==> config.mk <==
export PLATFORM = sky130hd
export DESIGN_NAME = des_round_ctrl
export DESIGN_NICKNAME = d
export VERILOG_FILES = /design/src/rtl/des_round_ctrl.sv
export SDC_FILE = /design/constraint.sdc
export NUM_CORES = 1
export LEC_CHECK = 0
export ABC_AREA = 1
export CORE_MARGIN = 1
export CORE_UTILIZATION = 38
export CTS_CLUSTER_SIZE = 16
export DETAILED_ROUTE_END_ITERATION = 16
export PLACE_DENSITY = 0.8
export SYNTH_ARGS = -nofsm -noshare
export SYNTH_HDL_FRONTEND = slang
export SYNTH_SLANG_ARGS = --single-unit
==> constraint.sdc <==
create_clock -name clk -period 1.2 [get_ports clk]
set_clock_uncertainty 0.05 [all_clocks]
set_input_delay 0.24 -clock clk [delete_from_list [all_inputs] [get_ports clk]]
set_output_delay 0.24 -clock clk [all_outputs]
set_load 0.01 [all_outputs]
==> src/rtl/des_round_ctrl.sv <==
// Control sequencer for an iterative DES core: one Feistel round per clock.
// Drives load/round/final strobes, round index and C/D key-rotation controls.
module des_round_ctrl #(
  parameter int ROUNDS     = 16,
  parameter bit DONE_PULSE = 1'b1
) (
  input  logic       clk,
  input  logic       rst,
  input  logic       start,
  input  logic       decrypt,
  output logic       ready,
  output logic       busy,
  output logic       load_ip,
  output logic       round_en,
  output logic [3:0] round_idx,
  output logic [1:0] key_rot,
  output logic       key_dir,
  output logic       final_en,
  output logic       done
);

  typedef enum logic [2:0] {
    S_IDLE  = 3'd0,
    S_LOAD  = 3'd1,
    S_ROUND = 3'd2,
    S_FINAL = 3'd3,
    S_DONE  = 3'd4
  } state_t;

  localparam logic [3:0] LAST = 4'(ROUNDS - 1);

  state_t     state_q, state_d;
  logic [3:0] idx_q, idx_d;
  logic       mode_q, mode_d;
  logic       accept;

  always_ff @(posedge clk or posedge rst) begin
    if (rst) begin
      state_q <= S_IDLE;
      idx_q   <= 4'd0;
      mode_q  <= 1'b0;
    end else begin
      state_q <= state_d;
      idx_q   <= idx_d;
      mode_q  <= mode_d;
    end
  end

  always_comb begin
    state_d  = state_q;
    idx_d    = idx_q;
    mode_d   = mode_q;
    accept   = 1'b0;
    ready    = 1'b0;
    busy     = 1'b0;
    load_ip  = 1'b0;
    round_en = 1'b0;
    final_en = 1'b0;
    done     = 1'b0;
    case (state_q)
      S_IDLE: begin
        ready  = 1'b1;
        accept = start;
      end
      S_LOAD: begin
        busy    = 1'b1;
        load_ip = 1'b1;
        idx_d   = 4'd0;
        state_d = S_ROUND;
      end
      S_ROUND: begin
        busy     = 1'b1;
        round_en = 1'b1;
        if (idx_q == LAST) state_d = S_FINAL;
        else idx_d = idx_q + 4'd1;
      end
      S_FINAL: begin
        busy     = 1'b1;
        final_en = 1'b1;
        state_d  = S_DONE;
      end
      S_DONE: begin
        done = 1'b1;
        if (DONE_PULSE) begin
          state_d = S_IDLE;
        end else begin
          ready  = 1'b1;
          accept = start;
        end
      end
      default: state_d = S_IDLE;
    endcase
    // A start in IDLE (or held DONE) latches the mode for the whole block
    if (accept) begin
      state_d = S_LOAD;
      mode_d  = decrypt;
    end
  end

  assign round_idx = round_en ? idx_q : 4'd0;
  assign key_dir   = mode_q;

  // Decrypt skips the first shift: the encrypt schedule sums to 28 (identity)
  always_comb begin
    key_rot = 2'd0;
    if (round_en) begin
      if (idx_q == 4'd0)
        key_rot = mode_q ? 2'd0 : 2'd1;
      else if (idx_q == 4'd1 || idx_q == 4'd8 || idx_q == 4'd15)
        key_rot = 2'd1;
      else
        key_rot = 2'd2;
    end
  end

endmodule

Word level (Yosys, flattened, before mapping)
Index checks and enable logic that the tools add are counted.
Word-level totals
  register bits after elaboration: 8
Cells by class
  multiplexer cells: 17
  $add $sub $neg: 1
  reductions and logical operators: 8
  equality and inequality tests: 10
Operators with widths (count)
  one-hot mux 3 bit (4 select lines): 1
  equality test 4 bit (second input constant): 2
  2-to-1 mux 1 bit: 8
  2-to-1 mux 4 bit: 2
  one-hot mux 4 bit (2 select lines): 1
  equality test 3 x 2 -> 1 bit (second input constant): 2
  2-to-1 mux 2 bit: 3
  2-to-1 mux 3 bit: 2
  adder 4 x 1 -> 4 bit (second input constant): 1
  equality test 4 x 1 -> 1 bit (second input constant): 1
  zero test 4 bit: 1
  != test 2 bit (second input constant): 2
  AND reduction 2 bit: 2
  equality test 3 x 1 -> 1 bit (second input constant): 1
  equality test 3 bit (second input constant): 1
  zero test 3 bit: 1
  != test 3 bit (second input constant): 1
  OR reduction 3 bit: 1
  logical OR 1 bit: 2
  nonzero test 2 bit: 1

Depth between registers and ports, before layout
  depth in word-level cells: 6
  depth in mapped cells: 7
  mapped depth without buffers: 7

Least setup slack after synthesis
No wires, ideal clock.
  path type: reg-to-output
  start point: reg idx_q[0]
  end point: out key_rot[1]
  arrival: 1.133 ns
  stages on the path, launching flop included: 5
  path slack: -0.223 ns
  cell sequence: dfrtp_1 > ha_1 > nand3_2 > nand2_1 > nor3_1
Between the ends
  word-level cells in the longest chain between the ends: 6
Ends and longest elaborated chain
  from (decl): RTL line 33  | logic [3:0] idx_q, idx_d;
  from (signal assigned): RTL line 44  | idx_q <= idx_d;
  equality test 4 x 1 -> 1 bit or equality test 4 bit (tied branches): RTL line 109  | else if (idx_q == 4'd1 || idx_q == 4'd8 || idx_q == 4'd15)
  logical OR 1 bit (2 in a row): RTL line 109
  2-to-1 mux 2 bit: RTL line 109
  2-to-1 mux 2 bit (*): RTL line 107  | if (idx_q == 4'd0)
  2-to-1 mux 2 bit (*): RTL line 106  | if (round_en) begin
  to (decl): RTL line 16  | output logic [1:0] key_rot,
Every way passes the cells marked *; elsewhere a longest branch is shown, timed or not.

Worst setup path after layout
  start point: reg idx_q[0]
  end point: out key_rot[0]
The elaborated chain is that of the path after synthesis.

==> metrics.md <==
| Metric | Value |
|---|---|
| Outcome | `finished with violations` |
| Violated checks | `negative setup slack` |
| Number of distinct library cell variants in the gate-level netlist after synthesis | `18` |
| Top area cells in the synthesized netlist | `dfrtp_1 (40%), nand2_1 (8.2%), nor2_1 (8.2%)` |
| Aggregate global routing overflow | `0` |
| Initial DRT Pass Iterations | `4` |
| Area Overhead vs Synth | `127.2%` |
| CTS clock-pin slew for the worst setup and hold paths | `0.06 ns` |
| Via density per instance | `5.930` |
| Number of failing setup endpoints in the final timing report | `19` |
| CTS max path bufs | `2` |
| Most common cell after layout, fill and taps aside | `buf_6` |
| Final setup slack of the worst path | `-0.6630 ns` |
| Number of levels the H-tree was split into | `1` |
| Crit start category | `flop` |
| Cell area after synthesis | `501.7 um^2` |
| Critical Setup Path Class | `flop to output port` |
| Biggest fanout along the worst timing path | `4` |
| Placed inst area | `829.5 um^2` |
| Post-route DRC | `0` |
| Shortest period the worst path allows | `1.863 ns` |
| Number of buffers inserted for hold repair after clock tree synthesis | `0` |
| Sequential area share after synthesis | `39.90%` |
| Die Wd | `38.34 um` |
| Fin Hold WS | `0.2125 ns` |
| Worst vdd rail ir drop | `0.001800 V` |
| Global-route wire length before repair | `2980 um` |
| Number of buffers inserted during clock tree synthesis | `3` |
| Share of the clock period used by the worst path after layout | `155.2%` |
| Fraction of layout instances using a drive strength above 1 | `74.78%` |
| Power density over the cells | `2718 nW/um^2` |
| Top cell type by total area after synthesis | `dfrtp_1` |
| Number of nets in the finished design | `124` |
| EDFF count, synth | `0` |
| Top-Level Pins | `17` |
| RSZ-0062 raised after global routing | `true` |
| Avg Inst Size Synth | `7.719 um^2` |
| Routed WL | `2698 um` |
| Lkg Pwr | `0.5545 nW` |
| Number of failing hold endpoints at the final stage | `0` |
| Total power | `0.003098 W` |
| Port-buffer cells | `16` |
| Core Area | `1171 um^2` |
| Net count after synthesis | `72` |
| Overall die area | `1470 um^2` |
| Maximum number of pins on one net before global-route repair | `9` |
| Std cell rows | `12` |
| Max-Cap Viols | `0` |
| Total non-filler cell area in the finished layout | `1140 um^2` |
| Slew @ Worst Pin | `0.3591 ns` |
| Total of warnings raised by yosys | `0` |
| Worst endpoint data arrival time | `1.57 ns` |
| Kind of capture point of the worst setup path | `output port` |
| Detailed-placement wirelength estimate | `1111 um` |
| TritonCTS clock tree | `yes` |
| Post-synth ARST share | `100.0%` |
| Final total negative setup slack | `-6.240 ns` |
| Drt wl/cell | `20.91 um` |
| Via count of the first global-routing pass | `636` |
| Slew Limit Headroom | `76.03%` |
| Max-slew violation total from the final report | `0` |
| Fill count | `18` |
| TritonCTS sink count | `8` |
| Master cell of the clock root buffer | `clkbuf_4` |
| First DRT Iteration DRCs | `31` |
| Total global-route track usage | `31.50%` |
| Antenna violation net count after detailed routing | `0` |
| Final weighted congestion in routability-driven placement | `0.8455` |
| Most common flop cell mapped by yosys | `dfrtp_1` |
| #FFs+latches synth | `8` |
| Most used cells in the layout excluding fill and tap cells | `buf_6 (21), buf_4 (19), nor2_4 (7)` |
| Die Height | `38.34 um` |
| Antenna diode count | `0` |
| Via count | `765` |
| Area of the multi-input gates | `409.1 um^2` |
| Synth top area share | `39.90%` |
| Source-to-sink clock delay at the later pin of the worst-skew pair | `0.26 ns` |
| Fmax | `536.8 MHz` |
| Synth Instances | `65` |
| Worst path required time | `0.91 ns` |
| Initial cell density of the core | `42.84%` |
| Number of cell instances on the worst register-to-register path | `10` |
| Storage cell area | `202.7 um^2` |
| Initial antenna violation count | `0` |
| Worst setup slack after placement | `-0.6955 ns` |
| Type of the tightest min-delay check | `input pin to async pin` |
## worst max-delay path, cell delays in order (launching register included)
cell	delay, ns
dfrtp_2	0.46
inv_2	0.10
ha_2	0.19
nand2_2	0.08
nand2_2	0.10
o21ai_2	0.07
nor2_1	0.15
buf_2	0.17
## worst paths after layout
| kind | start | endpoint | slack, ns |
|---|---|---|---|
| setup reg to reg | state_q[2] | idx_q[3] | -0.27 |
| min in group clk | start | state_q[0] | 0.56 |
| hold reg to reg | state_q[0] | state_q[2] | 0.65 |
| max in group asynchronous | rst | state_q[0] | 0.60 |
| hold / removal | rst | idx_q[2] | 0.21 |
| setup / recovery | idx_q[0] | key_rot[0] | -0.66 |
## cell families after synthesis
group,count (synthesis),share of synthesized area (%)
AO/OA/AOI/OAI,6,7.480
buffers and inverters,11,8.230
flip-flops,8,39.90
AND/OR/NAND/NOR,36,35.16
XOR/XNOR,1,1.746
adder cells (fa/ha/maj),3,7.482
## cells in the mapped netlist, types with 2 or more instances
cell      n
dfrtp_1   8
ha_1      3
inv_1     8
inv_2     3
nand2_1  11
nand2_2   2
nand3_1   5
nor2_1   11
nor3_1    2
o21ai_0   3
o21ai_2   2
## stage by stage
step / util [%] / cells
after floorplan: - / 65
after global placement: 70.83 / 112
after detailed placement: 70.83 / 112
after CTS: 89.10 / 129
after global routing: 97.33 / 129
final: 97.33 / 129
## layout make-up
cell class	instances	area share, %
Timing Repair Buffer	47	38.09
Multi-Input combinational cell	46	35.89
Sequential cell	8	17.78
Inverter	11	4.720
Clock buffer	3	1.976
Tap cell	14	1.537
## layer usage
metal / wire (um) / vias to the layer above / global-route usage [%]
li1: - / 308 / -
met1: 878 / 346 / 36.00
met2: 1330 / 76 / 56.78
met3: 248 / 35 / 5.233
met4: 240 / 0 / 13.79
met5: 0 / - / 0
## sequential cells by signal (all words and copies together) (netlist names)
name     count
idx_q        4
key_dir      1
state_q      3
## report_power, final
part | internal (W) | switching [W]
combinational | 0.00117 | 0.00120
clock | 0.000116 | 0.000109
sequential | 0.000371 | 0.000132
## what timing repair did
action,4_1_cts,5_1_grt
setup buffers,15,11
pin swaps,9,14
endpoints found under the setup margin,19,19
resized for setup,92,30
Note: power is estimated with default switching activity, not from simulation.
